## src/rtl/icache_pkg.sv

```systemverilog
// Shared types and address-split helpers for the direct-mapped instruction cache.
package icache_pkg;

    localparam int DEF_ADDRESS_WIDTH = 32;
    localparam int DEF_INSTR_WIDTH   = 32;
    localparam int DEF_NUM_LINES     = 16;
    localparam int DEF_LINE_WORDS    = 4;
    localparam int MAX_ADDR_W        = 64;

    typedef enum logic [1:0] {IDLE, REQ, REFILL, RESP} icache_state_e;
    typedef logic [MAX_ADDR_W-1:0] addr_t;

    function automatic int off_bits(input int line_words);
        return $clog2(line_words);
    endfunction

    function automatic int idx_bits(input int num_lines);
        return $clog2(num_lines);
    endfunction

    function automatic int tag_bits(input int aw, input int num_lines, input int line_words);
        return aw - $clog2(num_lines) - $clog2(line_words) - 2;
    endfunction

    function automatic addr_t get_off(input addr_t addr, input int line_words);
        return (addr >> 2) & ((addr_t'(1) << off_bits(line_words)) - addr_t'(1));
    endfunction

    function automatic addr_t get_idx(input addr_t addr, input int line_words, input int num_lines);
        return (addr >> (off_bits(line_words) + 2)) & ((addr_t'(1) << idx_bits(num_lines)) - addr_t'(1));
    endfunction

    function automatic addr_t get_tag(input addr_t addr, input int line_words, input int num_lines);
        return addr >> (off_bits(line_words) + idx_bits(num_lines) + 2);
    endfunction

endpackage

```

## src/rtl/icache_if.sv

```systemverilog
// Line-refill bus between the instruction cache (master) and main memory (slave).
interface icache_if #(
    parameter int AW = 32,
    parameter int DW = 32
);
    logic          mem_req;
    logic [AW-1:0] mem_addr;
    logic          mem_gnt;
    logic          mem_valid;
    logic [DW-1:0] mem_data;

    modport master (output mem_req, mem_addr, input mem_gnt, mem_valid, mem_data);
    modport slave  (input mem_req, mem_addr, output mem_gnt, mem_valid, mem_data);
endinterface

```

## src/rtl/icache_data_array.sv

```systemverilog
// Line data and tag storage: synchronous write, asynchronous read. Valid bits live in the parent.
module icache_data_array #(
    parameter int DW         = 32,
    parameter int NUM_LINES  = 16,
    parameter int LINE_WORDS = 4,
    parameter int TAG_W      = 24
) (
    input  logic                          i_clk,
    input  logic                          i_we,
    input  logic [$clog2(NUM_LINES)-1:0]  i_wr_idx,
    input  logic [$clog2(LINE_WORDS)-1:0] i_wr_off,
    input  logic [DW-1:0]                 i_wr_data,
    input  logic                          i_tag_we,
    input  logic [TAG_W-1:0]              i_wr_tag,
    input  logic [$clog2(NUM_LINES)-1:0]  i_rd_idx,
    input  logic [$clog2(LINE_WORDS)-1:0] i_rd_off,
    output logic [DW-1:0]                 o_rd_data,
    output logic [TAG_W-1:0]              o_rd_tag
);

    logic [DW-1:0]    r_data [NUM_LINES][LINE_WORDS];
    logic [TAG_W-1:0] r_tag  [NUM_LINES];

    always_ff @(posedge i_clk) begin
        if (i_we)
            r_data[i_wr_idx][i_wr_off] <= i_wr_data;
        if (i_tag_we)
            r_tag[i_wr_idx] <= i_wr_tag;
    end

    assign o_rd_data = r_data[i_rd_idx][i_rd_off];
    assign o_rd_tag  = r_tag[i_rd_idx];

endmodule

```

## src/rtl/icache.sv

```systemverilog
// Direct-mapped read-only instruction cache with whole-line refill and full invalidate.
// Optional hit/miss counters are enabled by defining ICACHE_STATS_EN.
module icache
    import icache_pkg::*;
#(
    parameter int ADDRESS_WIDTH = DEF_ADDRESS_WIDTH,
    parameter int INSTR_WIDTH   = DEF_INSTR_WIDTH,
    parameter int NUM_LINES     = DEF_NUM_LINES,
    parameter int LINE_WORDS    = DEF_LINE_WORDS
) (
    input  logic                     i_clk,
    input  logic                     i_rst,
    input  logic [ADDRESS_WIDTH-1:0] i_pc,
    input  logic                     i_instr_rd,
    output logic [INSTR_WIDTH-1:0]   o_instr,
    output logic                     o_icache_done,
    input  logic                     i_flush,
    output logic                     o_busy,
`ifdef ICACHE_STATS_EN
    output logic [31:0]              o_hit_cnt,
    output logic [31:0]              o_miss_cnt,
`endif
    icache_if.master                 mem_if
);

    localparam int OFF_W = off_bits(LINE_WORDS);
    localparam int IDX_W = idx_bits(NUM_LINES);
    localparam int TAG_W = tag_bits(ADDRESS_WIDTH, NUM_LINES, LINE_WORDS);

    icache_state_e            r_state, w_next;
    logic [NUM_LINES-1:0]     r_valid;
    logic                     r_flush_pend;
    logic                     r_hit_done;
    logic [INSTR_WIDTH-1:0]   r_instr;
    logic [ADDRESS_WIDTH-1:0] r_mem_addr;
    logic [IDX_W-1:0]         r_idx;
    logic [OFF_W-1:0]         r_off;
    logic [TAG_W-1:0]         r_tag;
    logic [OFF_W-1:0]         r_cnt;

    logic [IDX_W-1:0]         w_pc_idx, w_rd_idx;
    logic [OFF_W-1:0]         w_pc_off, w_rd_off;
    logic [TAG_W-1:0]         w_pc_tag, w_rd_tag;
    logic [INSTR_WIDTH-1:0]   w_rd_data;
    logic                     w_lookup, w_hit, w_miss, w_beat, w_last, w_flush_any;

    assign w_pc_off = OFF_W'(get_off(addr_t'(i_pc), LINE_WORDS));
    assign w_pc_idx = IDX_W'(get_idx(addr_t'(i_pc), LINE_WORDS, NUM_LINES));
    assign w_pc_tag = TAG_W'(get_tag(addr_t'(i_pc), LINE_WORDS, NUM_LINES));

    // Lookups index by the live PC; once a miss is latched the array is addressed by the saved line.
    assign w_rd_idx = (r_state == IDLE) ? w_pc_idx : r_idx;
    assign w_rd_off = (r_state == IDLE) ? w_pc_off : r_off;

    // The cycle carrying a hit's done pulse ignores the still-held read strobe.
    assign w_lookup    = (r_state == IDLE) && i_instr_rd && !r_hit_done;
    assign w_hit       = w_lookup && !i_flush && r_valid[w_pc_idx] && (w_rd_tag == w_pc_tag);
    assign w_miss      = w_lookup && !w_hit;
    assign w_beat      = (r_state == REFILL) && mem_if.mem_valid;
    assign w_last      = w_beat && (r_cnt == OFF_W'(LINE_WORDS - 1));
    assign w_flush_any = r_flush_pend || i_flush;

    icache_data_array #(
        .DW         (INSTR_WIDTH),
        .NUM_LINES  (NUM_LINES),
        .LINE_WORDS (LINE_WORDS),
        .TAG_W      (TAG_W)
    ) u_array (
        .i_clk     (i_clk),
        .i_we      (w_beat),
        .i_wr_idx  (r_idx),
        .i_wr_off  (r_cnt),
        .i_wr_data (mem_if.mem_data),
        .i_tag_we  (w_last),
        .i_wr_tag  (r_tag),
        .i_rd_idx  (w_rd_idx),
        .i_rd_off  (w_rd_off),
        .o_rd_data (w_rd_data),
        .o_rd_tag  (w_rd_tag)
    );

    always_ff @(posedge i_clk or negedge i_rst) begin
        if (!i_rst)
            r_state <= IDLE;
        else
            r_state <= w_next;
    end

    always_comb begin
        w_next = r_state;
        case (r_state)
            IDLE:    if (w_miss) w_next = REQ;
            REQ:     if (mem_if.mem_gnt) w_next = REFILL;
            REFILL:  if (w_last) w_next = RESP;
            RESP:    w_next = IDLE;
            default: w_next = IDLE;
        endcase
    end

    always_comb begin
        mem_if.mem_req  = (r_state == REQ);
        mem_if.mem_addr = r_mem_addr;
        o_busy          = (r_state != IDLE);
        o_icache_done   = r_hit_done || (r_state == RESP);
        o_instr         = r_instr;
    end

    always_ff @(posedge i_clk or negedge i_rst) begin
        if (!i_rst) begin
            r_valid      <= '0;
            r_flush_pend <= 1'b0;
            r_hit_done   <= 1'b0;
            r_instr      <= '0;
            r_mem_addr   <= '0;
            r_idx        <= '0;
            r_off        <= '0;
            r_tag        <= '0;
            r_cnt        <= '0;
        end else begin
            r_hit_done <= w_hit;
            if (w_hit)
                r_instr <= w_rd_data;
            if (w_miss) begin
                r_idx      <= w_pc_idx;
                r_off      <= w_pc_off;
                r_tag      <= w_pc_tag;
                r_mem_addr <= {w_pc_tag, w_pc_idx, {(OFF_W + 2){1'b0}}};
            end
            if (r_state == REQ && mem_if.mem_gnt)
                r_cnt <= '0;
            else if (w_beat)
                r_cnt <= r_cnt + OFF_W'(1);
            // The requested word may be the one arriving on the last beat, not yet in the array.
            if (w_last)
                r_instr <= (r_off == r_cnt) ? mem_if.mem_data : w_rd_data;
            if (r_state == IDLE && i_flush)
                r_valid <= '0;
            else if (r_state == RESP && w_flush_any)
                r_valid <= '0;
            else if (w_last && !w_flush_any)
                r_valid[r_idx] <= 1'b1;
            if (r_state == RESP)
                r_flush_pend <= 1'b0;
            else if (r_state != IDLE && i_flush)
                r_flush_pend <= 1'b1;
        end
    end

`ifdef ICACHE_STATS_EN
    logic [31:0] r_hit_cnt, r_miss_cnt;

    always_ff @(posedge i_clk or negedge i_rst) begin
        if (!i_rst) begin
            r_hit_cnt  <= '0;
            r_miss_cnt <= '0;
        end else begin
            if (w_hit && r_hit_cnt != '1)
                r_hit_cnt <= r_hit_cnt + 32'd1;
            if (w_miss && r_miss_cnt != '1)
                r_miss_cnt <= r_miss_cnt + 32'd1;
        end
    end

    assign o_hit_cnt  = r_hit_cnt;
    assign o_miss_cnt = r_miss_cnt;
`endif

endmodule

```

## src/flat_wrapper.sv

```systemverilog
// flat-port wrapper written by rule: the top's interface ports become plain ports
module icache_flat import icache_pkg::*;
#(
    parameter int ADDRESS_WIDTH = DEF_ADDRESS_WIDTH,
    parameter int INSTR_WIDTH   = DEF_INSTR_WIDTH,
    parameter int NUM_LINES     = DEF_NUM_LINES,
    parameter int LINE_WORDS    = DEF_LINE_WORDS
)
  (i_clk, i_rst, i_pc, i_instr_rd, o_instr, o_icache_done, i_flush, o_busy, mem_if_mem_req, mem_if_mem_addr, mem_if_mem_gnt, mem_if_mem_valid, mem_if_mem_data);
  icache_if #(.AW(32), .DW(32)) mem_if_i ();
  input  logic i_clk;
  input  logic i_rst;
  input  logic [ADDRESS_WIDTH-1:0] i_pc;
  input  logic i_instr_rd;
  output logic [INSTR_WIDTH-1:0] o_instr;
  output logic o_icache_done;
  input  logic i_flush;
  output logic o_busy;
  output wire logic [$bits(mem_if_i.mem_req)-1:0] mem_if_mem_req;
  output wire logic [$bits(mem_if_i.mem_addr)-1:0] mem_if_mem_addr;
  input wire logic [$bits(mem_if_i.mem_gnt)-1:0] mem_if_mem_gnt;
  input wire logic [$bits(mem_if_i.mem_valid)-1:0] mem_if_mem_valid;
  input wire logic [$bits(mem_if_i.mem_data)-1:0] mem_if_mem_data;
  assign mem_if_mem_req = mem_if_i.mem_req;
  assign mem_if_mem_addr = mem_if_i.mem_addr;
  assign mem_if_i.mem_gnt = mem_if_mem_gnt;
  assign mem_if_i.mem_valid = mem_if_mem_valid;
  assign mem_if_i.mem_data = mem_if_mem_data;
  icache #(.ADDRESS_WIDTH(ADDRESS_WIDTH), .INSTR_WIDTH(INSTR_WIDTH), .NUM_LINES(NUM_LINES), .LINE_WORDS(LINE_WORDS)) u_core (.i_clk(i_clk), .i_rst(i_rst), .i_pc(i_pc), .i_instr_rd(i_instr_rd), .o_instr(o_instr), .o_icache_done(o_icache_done), .i_flush(i_flush), .o_busy(o_busy), .mem_if(mem_if_i));
endmodule
```

## config.mk

```make
export PLATFORM = sky130hd
export DESIGN_NAME = icache_flat
export DESIGN_NICKNAME = d
export VERILOG_FILES = /design/src/rtl/icache_pkg.sv /design/src/rtl/icache_if.sv /design/src/rtl/icache_data_array.sv /design/src/rtl/icache.sv /design/src/flat_wrapper.sv
export SDC_FILE = /design/constraint.sdc
export NUM_CORES = 2
export LEC_CHECK = 0
export CELL_PAD_IN_SITES_DETAIL_PLACEMENT = 1
export CELL_PAD_IN_SITES_GLOBAL_PLACEMENT = 2
export CORE_MARGIN = 2
export CORE_UTILIZATION = 49
export CTS_CLUSTER_DIAMETER = 200
export DETAILED_ROUTE_END_ITERATION = 8
export PLACE_DENSITY_LB_ADDON = 0.1
export SYNTH_ARGS = -nofsm -noshare
export SYNTH_HDL_FRONTEND = slang
export SYNTH_SLANG_ARGS = --single-unit
export TNS_END_PERCENT = 5
```

## constraint.sdc

```tcl
create_clock -name i_clk -period 6.79 [get_ports i_clk]
set_clock_uncertainty 0.2 [all_clocks]
set_input_delay 1.358 -clock i_clk [delete_from_list [all_inputs] [get_ports i_clk]]
set_output_delay 1.358 -clock i_clk [all_outputs]
set_load 0.01 [all_outputs]
```

## Yosys cells after proc, flatten, opt, wreduce, memory -nomap -nowiden

Memory sizes are Yosys's and may differ from the RTL's.
Index checks and enable logic that the tools add are counted.

- Register bits after elaboration: 112
- Bits in writable memories: 2,432
- Bits of input ports: 70
- Output and inout port bits: 67
- Memories kept: 2

- Add/sub/neg operators: 1
- Magnitude comparators: 6
- Equality and inequality tests: 9
- Muxes and demuxes: 29
- Bitwise operators: 3
- Reduce and logical (&&, ||, !) cells: 28

Memory list:

| memory | depth | bits a word | rd ports | clocked after Yosys merged registers in | write ports | line | text |
|---|---|---|---|---|---|---|---|
| u_core.u_array.r_data | 16 | 128 | 1 | 0 | 1 | icache_data_array.sv:21 | `logic [DW-1:0] r_data [NUM_LINES][LINE_WORDS];` |
| u_core.u_array.r_tag | 16 | 24 | 1 | 0 | 1 | icache_data_array.sv:22 | `logic [TAG_W-1:0] r_tag [NUM_LINES];` |

Operators by type and width:

| kind | number |
|---|---|
| 32-bit two-way mux | 6 |
| 128-bit two-way mux | 1 |
| 32-bit binary-select mux with 2-bit select | 1 |
| 32-bit demux with 2-bit select | 1 |
| 16-bit two-way mux | 3 |
| 24-bit == test | 1 |
| 16-bit OR | 1 |
| 1-bit logical AND | 15 |
| 2-bit two-way mux | 6 |
| 4-bit by 5-bit < comparator with 1-bit output (second input constant) | 2 |
| 2-bit case mux with 4 select lines | 1 |
| 2-bit nonzero test | 4 |
| 1-bit two-way mux | 7 |
| 2-bit == test (second input constant) | 3 |
| 3-bit greater-or-equal comparator (second input constant) | 2 |
| 2-bit by 1-bit != test with 1-bit output (second input constant) | 3 |
| 2-bit NOT with 3-bit output | 2 |
| 1-bit binary-select mux with 4-bit select | 1 |
| 1-bit demux with 4-bit select | 1 |
| 4-bit by 1-bit greater-or-equal comparator with 1-bit output (second input constant) | 1 |
| 1-bit zero test | 4 |
| 4-bit two-way mux | 1 |
| 3-bit by 1-bit < comparator with 1-bit output (second input constant) | 1 |
| 3-bit AND reduction | 1 |
| other kinds (6) | 7 |

## Depth between registers and ports, before layout

- Depth after elaboration: 10
- Mapped depth: 18
- Gate-level depth less buffers: 12

## By module

Synthesis repeated with hierarchy kept, for this count alone.

- Cell total of the unflattened synthesis: 4,198
- Area, all modules: 96,407.5 µm²

Modules (own cells, without submodules):

| module | instances | cells an instance | area each (µm²) | sequential area each (µm²) |
|---|---|---|---|---|
| icache_data_array | 1 | 3,852 | 92,070.8 | 73,030.0 |
| icache | 1 | 346 | 4,336.7 | 2,102.0 |

## Least setup slack after synthesis

Ideal clock, no wire load.

- Kind: in2reg
- Start: in mem_if_mem_valid
- End: mem u_core.u_array.r_data[15][0] (netlist bit) (enable)
- Library setup time: 0.470 ns
- Arrival: 4.207 ns
- Slack: 1.912 ns
- Cell stages on the path: 3
- Buffers on the path: 1
- Cells stage by stage: nand3_1 > clkbuf_1 > nor2_1

- Cells in the longest elaborated chain, start to end: 3

RTL lines:

| item | line | text |
|---|---|---|
| start: declaration | flat_wrapper.sv:22 | `input wire logic [$bits(mem_if_i.mem_valid)-1:0] mem_if_mem_valid;` |
| 1-bit logical AND | icache.sv:59 | `assign w_beat = (r_state == REFILL) && mem_if.mem_valid;` |
| 1-bit two-way mux | icache_data_array.sv:25 | `if (i_we)` |
| 128-bit two-way mux (not written as such) | icache_data_array.sv:26 | `r_data[i_wr_idx][i_wr_off] <= i_wr_data;` |
| end: declaration | icache_data_array.sv:21 |  |

Every way passes these cells.

## Worst setup path in the final report

- Start: reg u_core.r_state[1]
- End: reg u_core.r_instr[0] (netlist: u_core.o_instr[0])

- Cells in the longest elaborated chain, start to end: 8
- Elaborated cells on any way between the ends: 22

RTL lines:

| item | line | text |
|---|---|---|
| start: declaration | icache.sv:30 | `icache_state_e r_state, w_next;` |
| start signal: assignment | icache.sv:86 | `r_state <= w_next;` |
| 2-bit zero test | icache.sv:52, icache.sv:53, icache.sv:56 |  |
| 4-bit two-way mux or 2-bit two-way mux (tied branches) | icache.sv:52, icache.sv:53 |  |
| memory 16 x 128 bit or 2-bit NOT with 3-bit output (tied branches) | n/a |  |
| 32-bit binary-select mux with 2-bit select | icache_data_array.sv:31 | `assign o_rd_data = r_data[i_rd_idx][i_rd_off];` |
| 32-bit two-way mux (not written as such) (2 in series) | icache_data_array.sv:31 |  |
| 32-bit two-way mux (on tied branches) | icache.sv:121, icache.sv:135 |  |
| 32-bit two-way mux | icache.sv:134 | `if (w_last)` |
| end signal: assignment | icache.sv:122 | `r_instr <= w_rd_data;` |
| end signal: assignment | icache.sv:135 | `r_instr <= (r_off == r_cnt) ? mem_if.mem_data : w_rd_data;` |
| end: declaration | icache.sv:34 | `logic [INSTR_WIDTH-1:0] r_instr;` |

Parallel ways exist; a longest one is shown, timed or not. The select of a mux whose other input is x is not followed.
A chain may end at the register's enable or synchronous reset.

==> flow_summary.yaml <==
floorplanning:
  core_area_um2: 200000
  fp.dieW_um: 452
  rows: 164
  num_io_pins: 137
  die_h_um: 452
  die_area_um2: 204000
  start_util_pct: 49.3
power_and_ir_drop:
  p_leak_nw: 35.4
  p_int_mw: 33.1
  peakVddDrop_uv: 380
  p_comb_share_pct: 34.6
  seq_power_share_pct: 36.7
  switching_power_mw: 17.2
  finalPower_mw: 50.3
  sw_frac_of_total_pct: 34.2
  pwr_density_cell_nw_per_um2: 446
  p_clk_share_pct: 28.7
timing:
  drv_slew: 0
  fin_crit_sh_pct: 86.0
  maxSlewHeadroom_pct: 7.87
  fin_tns_setup_ns: 0
  rsz0062_at_grt: "no"
  worst_pin_slew_ns: 1.37
  post-route-min-period_ns: 5.84
  max_freq_ghz: 0.171
  setup_violations: 0
  hold_violations: 0
global_routing:
  grt_max_degree: 112
  top_usage_layer: "met2"
  antenna_found_initial: 14
  use_met1_pct: 41.2
  gr-usage-met2_pct: 44.4
  grt_pass1_wl_um: 408000
  grt_use_total_pct: 28.3
  grt_overflow: 0
  use_met3_pct: 4.59
  grt_pass1_vias: 53814
layout:
  drive_above_1_share_pct: 23.8
  syn2layout_area_growth_pct: 14.6
  final_core_util_pct: 56.5
  nets: 5315
  mostFrequentLayoutCells: "2432 x edfxtp_1, 535 x mux4_2, 287 x clkbuf_16"
  instances_no_fill: 8085
  final_common_cell: "edfxtp_1"
  nFillCells: 17053
clock_network:
  cts_buffers: 281
  ctsResizeCount: 0
  cts.sinks: 2516
  clockBufferDepth: 4
  cts_tree: "done"
  htree_levels: 5
  clkLatencyLatePin_ns: 0.94
  clkSlewWorstSetupHoldPaths_ns: 0.06
  holdBufCountCts: 0
  cts_setup_buffers: 0
  cts_root_buf: "clkbuf_16"
synth:
  synth_seq_cells: 2516
  avgSynthCellArea_um2: 20.1
  synth.yosys.seq_area_share_pct: 76.4
  yosys_warnings: 0
  syn_area_um2: 98400
  synth_edf_count: 2432
  synth.distinct_cells: 85
  async_flop_share_pct: 3.34
  ys.flop_type: "edfxtp_1"
  synthCells: 4902
worst_setup_path:
  worstPathArrival_ns: 6.42
  cp.required_ns: 7.37
  end_kind: "flip-flop"
  critPathMaxFanout: 35
  slowest_stage: "mux2i_4"
  crit_type: "reg -> reg"
  crit_path_cell_trace: "inv_1 -> ha_4 -> mux2i_4 -> buf_12 -> buf_12 -> mux4_2 -> a22oi_1 -> a21oi_1 -> nor3_1 -> o31ai_1 -> mux2_1"
  start_kind: "flip-flop"
  cp_common_cell: "buf_12"
  max_stage_delay_ns: 0.99
detailed_routing:
  drc: 0
  wl_per_cell_um: 35.7
  wirelength_um: 288000
  postRouteAntennaNets: 0
  via_per_inst: 6.41
  num_vias: 51793
  firstDrtPassIters: 5
  drt-initial-drc-count: 5969
placement:
  dp_hpwl_um: 160000
  place_inst: 7610
  gp_congestion: 0.805
  placement.io_buffers: 130
hold_path:
  hold_path.class: "in -> async"
run_status:
  status: "complete, no violations"
flow_run:
  drv_cap: 0
==> through the flow <==
step	setup slack, ns	hold WS, ns	area (um^2)
global route	0.761	0.236	113000
CTS	1.02	0.192	113000
finish	0.952	0.235	113000
detailed placement	0.753	0.283	104000
floorplan	1.91	0.259	98400
global placement	0.697	0.278	104000
==> critical path: cells and delay by family, from the launching register on <==
family / cells / cell delay, ns
flip-flops: 1 / 0.42
adder cells (fa/ha/maj): 1 / 0.59
multiplexers: 3 / 1.86
AO/OA/AOI/OAI: 3 / 1.00
buffers and inverters: 3 / 0.82
AND/OR/NAND/NOR: 1 / 0.69
==> worst paths after layout <==
path / start / end / slack, ns / depth (start not counted)
worst max register to register: u_core.r_state[1] / u_core.o_instr[0] / 0.95 / 11
max in group asynchronous: i_rst / u_core.r_idx[0] / 4.84 / 2
worst min register to register: u_core.o_instr[17] / u_core.o_instr[17] / 0.29 / 1
worst max-delay path: u_core.r_state[1] / u_core.o_instr[0] / 0.95 / 11
min in group i_clk: u_core.o_instr[17] / u_core.o_instr[17] / 0.29 / 1
worst min-delay path: i_rst / u_core.r_tag[14] / 0.24 / 1
==> cell usage after synthesis (31+ instances only) <==
cell type / instances / area [um^2]
edfxtp_1: 2432 / 73000
mux4_2: 535 / 12000
a22oi_1: 268 / 2010
nor2_1: 223 / 837
a21oi_1: 191 / 956
clkbuf_1: 132 / 495
nand2_1: 128 / 480
buf_2: 112 / 561
nor3_1: 96 / 480
dfrtp_1: 84 / 2100
o21ai_0: 50 / 250
o211ai_1: 48 / 360
o31ai_1: 45 / 338
buf_1: 41 / 154
mux2i_1: 40 / 400
nand3_1: 35 / 175
mux2_1: 31 / 349
==> state kept, by name, summed over array words and instances (netlist names) <==
| signal | cells |
|---|---|
| u_core.r_valid | 16 |
| u_core.r_hit_done | 1 |
| u_core.u_array.r_tag | 384 |
| u_core.r_state | 2 |
| u_core.r_off | 2 |
| u_core.r_cnt | 2 |
| u_core.mem_if.mem_addr | 1 |
| u_core.r_flush_pend | 1 |
| u_core.o_instr | 32 |
| u_core.r_tag | 24 |
| u_core.u_array.r_data | 2048 |
| u_core.r_idx | 3 |
==> power groups by stage <==
stage,clock (mW),sequential [mW],combinational (mW)
3_5_place_dp,0,18.8,17.4
3_3_place_gp,0,18.7,17.3
5_1_grt,15.2,18.5,18.4
4_1_cts,14.7,18.4,17.5
6_report,14.4,18.4,17.4
2_1_floorplan,0,18.5,10.6
==> routing by layer <==
| metal | vias to the layer above | share of wire (%) |
|---|---|---|
| met5 | - | 0.0094 |
| met1 | 28093 | 42 |
| met2 | 2104 | 48 |
| li1 | 21106 | - |
| met3 | 486 | 7.1 |
| met4 | 4 | 3.2 |
==> cell families after synthesis <==
family,synth area share (%)
xor gates and xnor gates,0.231
adders and majority gates,0.102
DFF,76.4
muxes,13.6
other,0.00381
buffers and inverters,1.51
and+or+nand+nor,2.83
AOI/OAI and AO/OA,5.33
==> final cells by class <==
class / instances / area [um^2] / share of cell area (%)
inverter: 20 / 75.1 / 0.0666
timing repair buffer: 357 / 3270 / 2.90
tap: 2656 / 3320 / 2.95
clock inverter: 103 / 896 / 0.794
sequential: 2516 / 75100 / 66.6
clock buffer: 368 / 7640 / 6.77
antenna: 4 / 10.0 / 0.00888
multi-input combinational: 2061 / 22400 / 19.9
No activity file was read; power rests on OpenSTA's default activity.
